[src/rtl/toggle_arbiter.sv]
// Four-requester round-robin arbiter sharing one XOR toggle flip-flop.
// Optional 8-bit flip counter port is enabled by defining TOGGLE_ARB_CNT_EN.
module toggle_arbiter #(
   parameter logic INIT_OUT = 1'b0
) (
   input  logic       clk,
   input  logic       rst,
   input  logic [3:0] req,
   input  logic [3:0] tin,
   output logic [3:0] gnt,
   output logic [3:0] done,
   output logic       out,
   output logic       busy
`ifdef TOGGLE_ARB_CNT_EN
   ,
   output logic [7:0] flip_cnt
`endif
);

   localparam int unsigned N_REQ = 4;
   localparam int unsigned IDX_W = 2;
   localparam int unsigned CNT_W = 8;

   typedef enum logic [1:0] {
      IDLE  = 2'b00,
      GRANT = 2'b01,
      APPLY = 2'b10
   } state_e;

   state_e             state_q;
   logic [N_REQ-1:0]   gnt_q;
   logic [N_REQ-1:0]   done_q;
   logic               out_q;
   logic               busy_q;
   logic               cap_q;
   logic [IDX_W-1:0]   ptr_q;
   logic [IDX_W-1:0]   winner_q;

   logic [N_REQ-1:0]   elig_c;
   logic               win_vld_c;
   logic [IDX_W-1:0]   win_idx_c;

   // Round-robin pick: scanned from the far end so the nearest offset to ptr wins.
   always_comb begin
      elig_c    = req & ~done_q;
      win_vld_c = 1'b0;
      win_idx_c = ptr_q;
      for (int k = N_REQ - 1; k >= 0; k--) begin
         if (elig_c[ptr_q + IDX_W'(k)]) begin
            win_vld_c = 1'b1;
            win_idx_c = ptr_q + IDX_W'(k);
         end
      end
   end

`ifdef TOGGLE_ARB_CNT_EN
   logic [CNT_W-1:0] cnt_q;
`endif

   // Transaction FSM with all outputs registered; gnt/done default low so they pulse.
   always_ff @(posedge clk) begin
      if (rst) begin
         state_q  <= IDLE;
         gnt_q    <= '0;
         done_q   <= '0;
         busy_q   <= 1'b0;
         ptr_q    <= '0;
         winner_q <= '0;
         cap_q    <= 1'b0;
         out_q    <= INIT_OUT;
`ifdef TOGGLE_ARB_CNT_EN
         cnt_q    <= '0;
`endif
      end else begin
         gnt_q  <= '0;
         done_q <= '0;
         case (state_q)
            IDLE: begin
               if (win_vld_c) begin
                  winner_q <= win_idx_c;
                  gnt_q    <= N_REQ'(1) << win_idx_c;
                  busy_q   <= 1'b1;
                  state_q  <= GRANT;
               end else begin
                  busy_q   <= 1'b0;
               end
            end
            GRANT: begin
               cap_q   <= tin[winner_q];
               busy_q  <= 1'b1;
               state_q <= APPLY;
            end
            APPLY: begin
               out_q   <= out_q ^ cap_q;
               done_q  <= N_REQ'(1) << winner_q;
               ptr_q   <= winner_q + IDX_W'(1);
               busy_q  <= 1'b0;
               state_q <= IDLE;
`ifdef TOGGLE_ARB_CNT_EN
               if (cap_q) begin
                  cnt_q <= cnt_q + CNT_W'(1);
               end
`endif
            end
            default: begin
               busy_q  <= 1'b0;
               state_q <= IDLE;
            end
         endcase
      end
   end

   assign gnt  = gnt_q;
   assign done = done_q;
   assign out  = out_q;
   assign busy = busy_q;
`ifdef TOGGLE_ARB_CNT_EN
   assign flip_cnt = cnt_q;
`endif

   // Structural invariants of the grant/done pulses.
   a_gnt_onehot0 : assert property (@(posedge clk) disable iff (rst) $onehot0(gnt_q));
   a_done_onehot0 : assert property (@(posedge clk) disable iff (rst) $onehot0(done_q));
   a_gnt_done_excl : assert property (@(posedge clk) disable iff (rst) !((|gnt_q) && (|done_q)));

endmodule

[config.mk]
export PLATFORM = sky130hd
export DESIGN_NAME = toggle_arbiter
export DESIGN_NICKNAME = d
export VERILOG_FILES = /design/src/rtl/toggle_arbiter.sv
export SDC_FILE = /design/constraint.sdc
export NUM_CORES = 1
export LEC_CHECK = 0
export CAP_MARGIN = 40
export CORE_AREA = 2 2 43 45
export DETAILED_ROUTE_END_ITERATION = 7
export DIE_AREA = 0 0 45 47
export PLACE_DENSITY = 0.72
export SETUP_SLACK_MARGIN = 0.1
export SYNTH_ARGS = -nofsm -noshare
export SYNTH_HDL_FRONTEND = slang
export SYNTH_SLANG_ARGS = --single-unit
[constraint.sdc]
create_clock -name clk -period 1.9 [get_ports clk]
set_input_delay 0.19 -clock clk [delete_from_list [all_inputs] [get_ports clk]]
set_output_delay 0.19 -clock clk [all_outputs]
set_load 0.05 [all_outputs]
Word level (Yosys, flattened, before mapping)
Cells that the tools add are included.

word-level totals
  logic and storage cells = 54
  register bits after elaboration = 17
  output and inout bits = 10

operators by class
  equal/unequal tests = 3
  bitwise operators = 6
  $lt $le $gt $ge = 5
  $add $sub $neg = 4
  mux-type cells = 22
  shift operators = 2
  reductions and logical operators = 4

operators by type and width
  operator               count
  $lt A2 B3 Y1 const B   5
  $bmux W1 S2            5
  $mux W1                10
  $mux W2                5
  $shl A1 B2 Y4 const A  2
  $add A2 B1 Y2 const B  2
  $add A2 B2 Y2 const B  2
  $and A4 B4 Y4          1
  $not A4 Y4             1
  $pmux W2 S2            1
  $not A1 Y1             3
  $reduce_or A3 Y1       1
  $eq A2 B1 Y1 const B   1
  $eq A2 B2 Y1 const B   1
  $logic_not A2 Y1       1
  $ne A2 B2 Y1 const B   1
  $pmux W1 S2            1
  $reduce_and A2 Y1      1
  $reduce_or A2 Y1       1
  $xor A1 B1 Y1          1

Depth between registers and ports, before layout
  depth in word-level cells = 10
  depth in mapped cells = 5
  depth with buffers taken out = 5

Least setup slack after synthesis
No wires, ideal clock.

  path kind = reg-to-reg
  from = register done_q[1], in the netlist done[1]
  to = register winner_q[0]
  slack = 0.332 ns
  stages on the path, launching flop included = 6
  arrival = 1.439 ns
  buffers on the path = 0
  clock period less this slack = 1.568 ns
  library setup time = 0.129 ns
  path through = dfxtp_1 -> and2b_4 -> nor4_4 -> nor3_2 -> mux2i_1 -> nor2_1

between the ends
  longest elaborated chain between the ends = 9
  elaborated cells between the ends (all ways) = 19
  those cells by class = mux: 16; bitwise: 2; reduce/logical: 1

ends and longest elaborated chain
  item                                line  RTL
  from (decl)                         32    logic [N_REQ-1:0] done_q;
  from (signal assigned)              95    done_q <= N_REQ'(1) << winner_q;
  $not A4 Y4 (*)                      45    elig_c = req & ~done_q;
  $and A4 B4 Y4 (*)                   45
  $bmux W1 S2                         49    if (elig_c[ptr_q + IDX_W'(k)]) begin
  $mux W1 (not written as such)       49
  $mux W1 (4 in a row)                49
  $reduce_and A2 Y1 (no source line)  n/a
  to (signal assigned)                80    winner_q <= win_idx_c;
  to (decl)                           37    logic [IDX_W-1:0] winner_q;

Mark *: on every way between the ends. The rest lies on a longest branch, timed or not. The select of a mux whose other input is x is not followed.
A chain may end at the register's enable or synchronous reset.

Final worst setup path
  from = register done_q[0], in the netlist done[0]
  to = output port done[0]

RTL lines
  item       line  RTL
  to (decl)  11    output logic [3:0] done,

No word-level cell between the ends.

==> impl_metrics.py <==
metrics = {
    "worst_setup_path": {
        "max_stage_delay_ns": 0.84,
        "endpoint_kind": "output port",
        "critical_path_class": "reg -> out",
        "cpMaxStageDelayCell": "clkdlybuf4s50_1",
        "arrival_ns": 1.55,
        "critPathTopFamily": "buffers and inverters",
        "cp_max_fo": 4,
        "cp_cell_sequence": "clkdlybuf4s50_1",
        "start_kind": "register",
        "cp_num_buf_inv": 1,
        "critPathRequiredTime_ns": 1.71,
    },
    "logic_synthesis": {
        "synth.avg_cell_area_um2": 10.2,
        "syn_inst": 73,
        "ys_seq_elements": 17,
        "yosys_warnings": 0,
        "ys_seq_area_share_pct": 45.6,
        "syn_area_um2": 746,
        "synth_nets": 83,
        "synthDistinctLibCells": 36,
    },
    "sta": {
        "finalCritPeriodShare_pct": 91.4,
        "hold_violations": 0,
        "grt_setup_unrepaired": "false",
        "report.final.slew_viol_count": 0,
        "finalSetupTns_ns": 0,
        "worstMarginPinSlew_ns": 0.494,
        "finalClockSkew_ns": 0.00233,
        "setup_violations": 0,
        "fmax_mhz": 576,
        "slew_headroom_pct": 67.0,
        "fin_crit_ns": 1.74,
    },
    "finish": {
        "multi_input_area_um2": 393,
        "nFillCells": 146,
        "layout.area.seq_um2": 340,
        "nNetsFinal": 106,
        "diodes": 0,
        "area_growth_pct": 31.7,
        "post-route-util_pct": 59.5,
        "final_cells": 112,
        "drive_gt1_share_pct": 16.8,
    },
    "clock_network": {
        "cts_hold_buf": 0,
        "cts_sinks": 17,
        "cts_setup_buffers": 0,
        "cts-root-buf": "clkbuf_4",
        "cts_tree": "yes",
        "cts_max_path_buffers": 2,
        "h-tree-depth": 1,
        "cts_resized": 0,
        "cts_made_buffers": 3,
        "clk_pin_slew_ns": 0.09,
        "insertion_delay_ns": 0.28,
    },
    "drt": {
        "wl_per_cell_um": 11.7,
        "wl_mm": 1.31,
        "drt_iter0_drc": 6,
        "via_per_inst": 5.34,
        "ant_nets": 0,
        "firstDrtPassIters": 4,
        "drc": 0,
        "vias": 598,
    },
    "power": {
        "power-per-cell-area_nw_per_um2": 761,
        "ir_drop_mv": 0.421,
        "leakage_uw": 0.000364,
        "finalPower_uw": 748,
    },
    "grt": {
        "grtUsageTotal_pct": 13.5,
        "antenna_found_initial": 0,
        "grt_max_degree": 10,
        "grt_first_pass_wirelength_mm": 2.04,
        "overflow": 0,
        "grt_pass1_vias": 483,
    },
    "placement": {
        "dp_cells": 108,
        "place_congestion": 0.774,
        "hpwl_mm": 1.05,
        "numPortBuffers": 19,
    },
    "floorplanning": {
        "dieArea_um2": 2120,
        "ios": 20,
        "die_h_um": 47,
        "core_area_um2": 1650,
        "rows": 15,
        "start_util_pct": 45.2,
        "die_w_um": 45,
    },
    "run_status": {
        "run_status": "complete, no violations",
    },
    "min_path": {
        "holdCritPathClass": "reg -> reg",
    },
    "job": {
        "cap_violations": 0,
    },
}
## kinds of logic (layout without fill, tap and decap cells)
logic type | count (synthesis) | after routing | synth area share [%]
and+or+nand+nor | 35 | 35 | 31.4
buffers and inverters | 3 | 25 | 1.68
xor gates and xnor gates | 2 | 2 | 2.35
DFF | 17 | 17 | 45.6
muxes | 2 | 2 | 4.36
AOI/OAI and AO/OA | 14 | 14 | 14.6
## layer usage
layer	vias up	part of all wire (%)	track usage, %
met5	-	0	0
met4	0	0.46	5.29
met3	2	4.5	4.62
met2	16	46	20.3
met1	276	49	18.0
li1	304	-	-
## layout make-up
| class | count | area share (%) |
|---|---|---|
| clock buffer | 4 | 2.68 |
| inverter | 1 | 0.382 |
| multi-input combinational | 53 | 40.0 |
| sequential | 17 | 34.6 |
| tap | 17 | 2.17 |
| timing repair buffer | 20 | 20.1 |
## where the power goes
| part | total, uW | internal, uW | switching [uW] |
|---|---|---|---|
| clock | 182 | 81.4 | 100 |
| combinational | 162 | 78.4 | 83.5 |
| sequential | 404 | 378 | 26.3 |
| total | 748 | 538 | 210 |
## cell usage after synthesis (all sizes together)
cell	n	share of area, %
nand2	4	2.0
a21oi	4	3.2
nor4	3	5.4
inv	1	0.50
xor2	1	1.2
a21o	1	1.0
buf	2	1.2
nor4b	1	1.2
xnor2	1	1.2
nand3b	1	1.0
a31oi	1	0.84
o22ai	1	1.7
nor3	2	2.0
and3	1	0.84
a211oi	3	3.7
a311oi	1	1.2
nor2	11	5.5
mux2i	1	1.3
o21ai	1	0.67
nor2b	6	6.7
a211o	1	1.2
dfxtp	17	46
o221ai	1	1.2
mux4	1	3.0
and2b	1	1.3
nand2b	4	4.4
nor3b	1	1.0
## sequential cells by signal, summed over array words and instances (netlist names)
signal and cells:
busy 1, cap_q 1, done 4, gnt 4
out 1, ptr_q 2, state_q 2, winner_q 2
## metrics by stage
stage	cell area [um2]	hold WS, ns	setup slack (ns)
2_1_floorplan	746	0.276	0.332
3_3_place_gp	956	0.469	0.270
3_5_place_dp	956	0.481	0.251
4_1_cts	982	0.494	0.147
5_1_grt	982	0.518	0.116
6_report	982	0.490	0.163
## placed cells by master (no fill, tap or decap), drive strengths merged, types with 2 or more instances in the layout
master and instances:
nor4 3, dfxtp 17, nand2 4, clkdlybuf4s50 19
a211oi 3, nor2b 6, a21oi 4, nor2 11
nand2b 4, nor3 2, clkbuf 4
## worst paths after layout
kind                                   from       to  slack (ns)  cells past startpoint
worst max-delay path                done[0]  done[0]        0.16                      1
worst min-delay path                  cap_q    cap_q        0.49                      2
worst max register to register  winner_q[0]    cap_q        0.57                      3
worst min register to register        cap_q    cap_q        0.49                      2
Power figures use the tool's default switching activity.
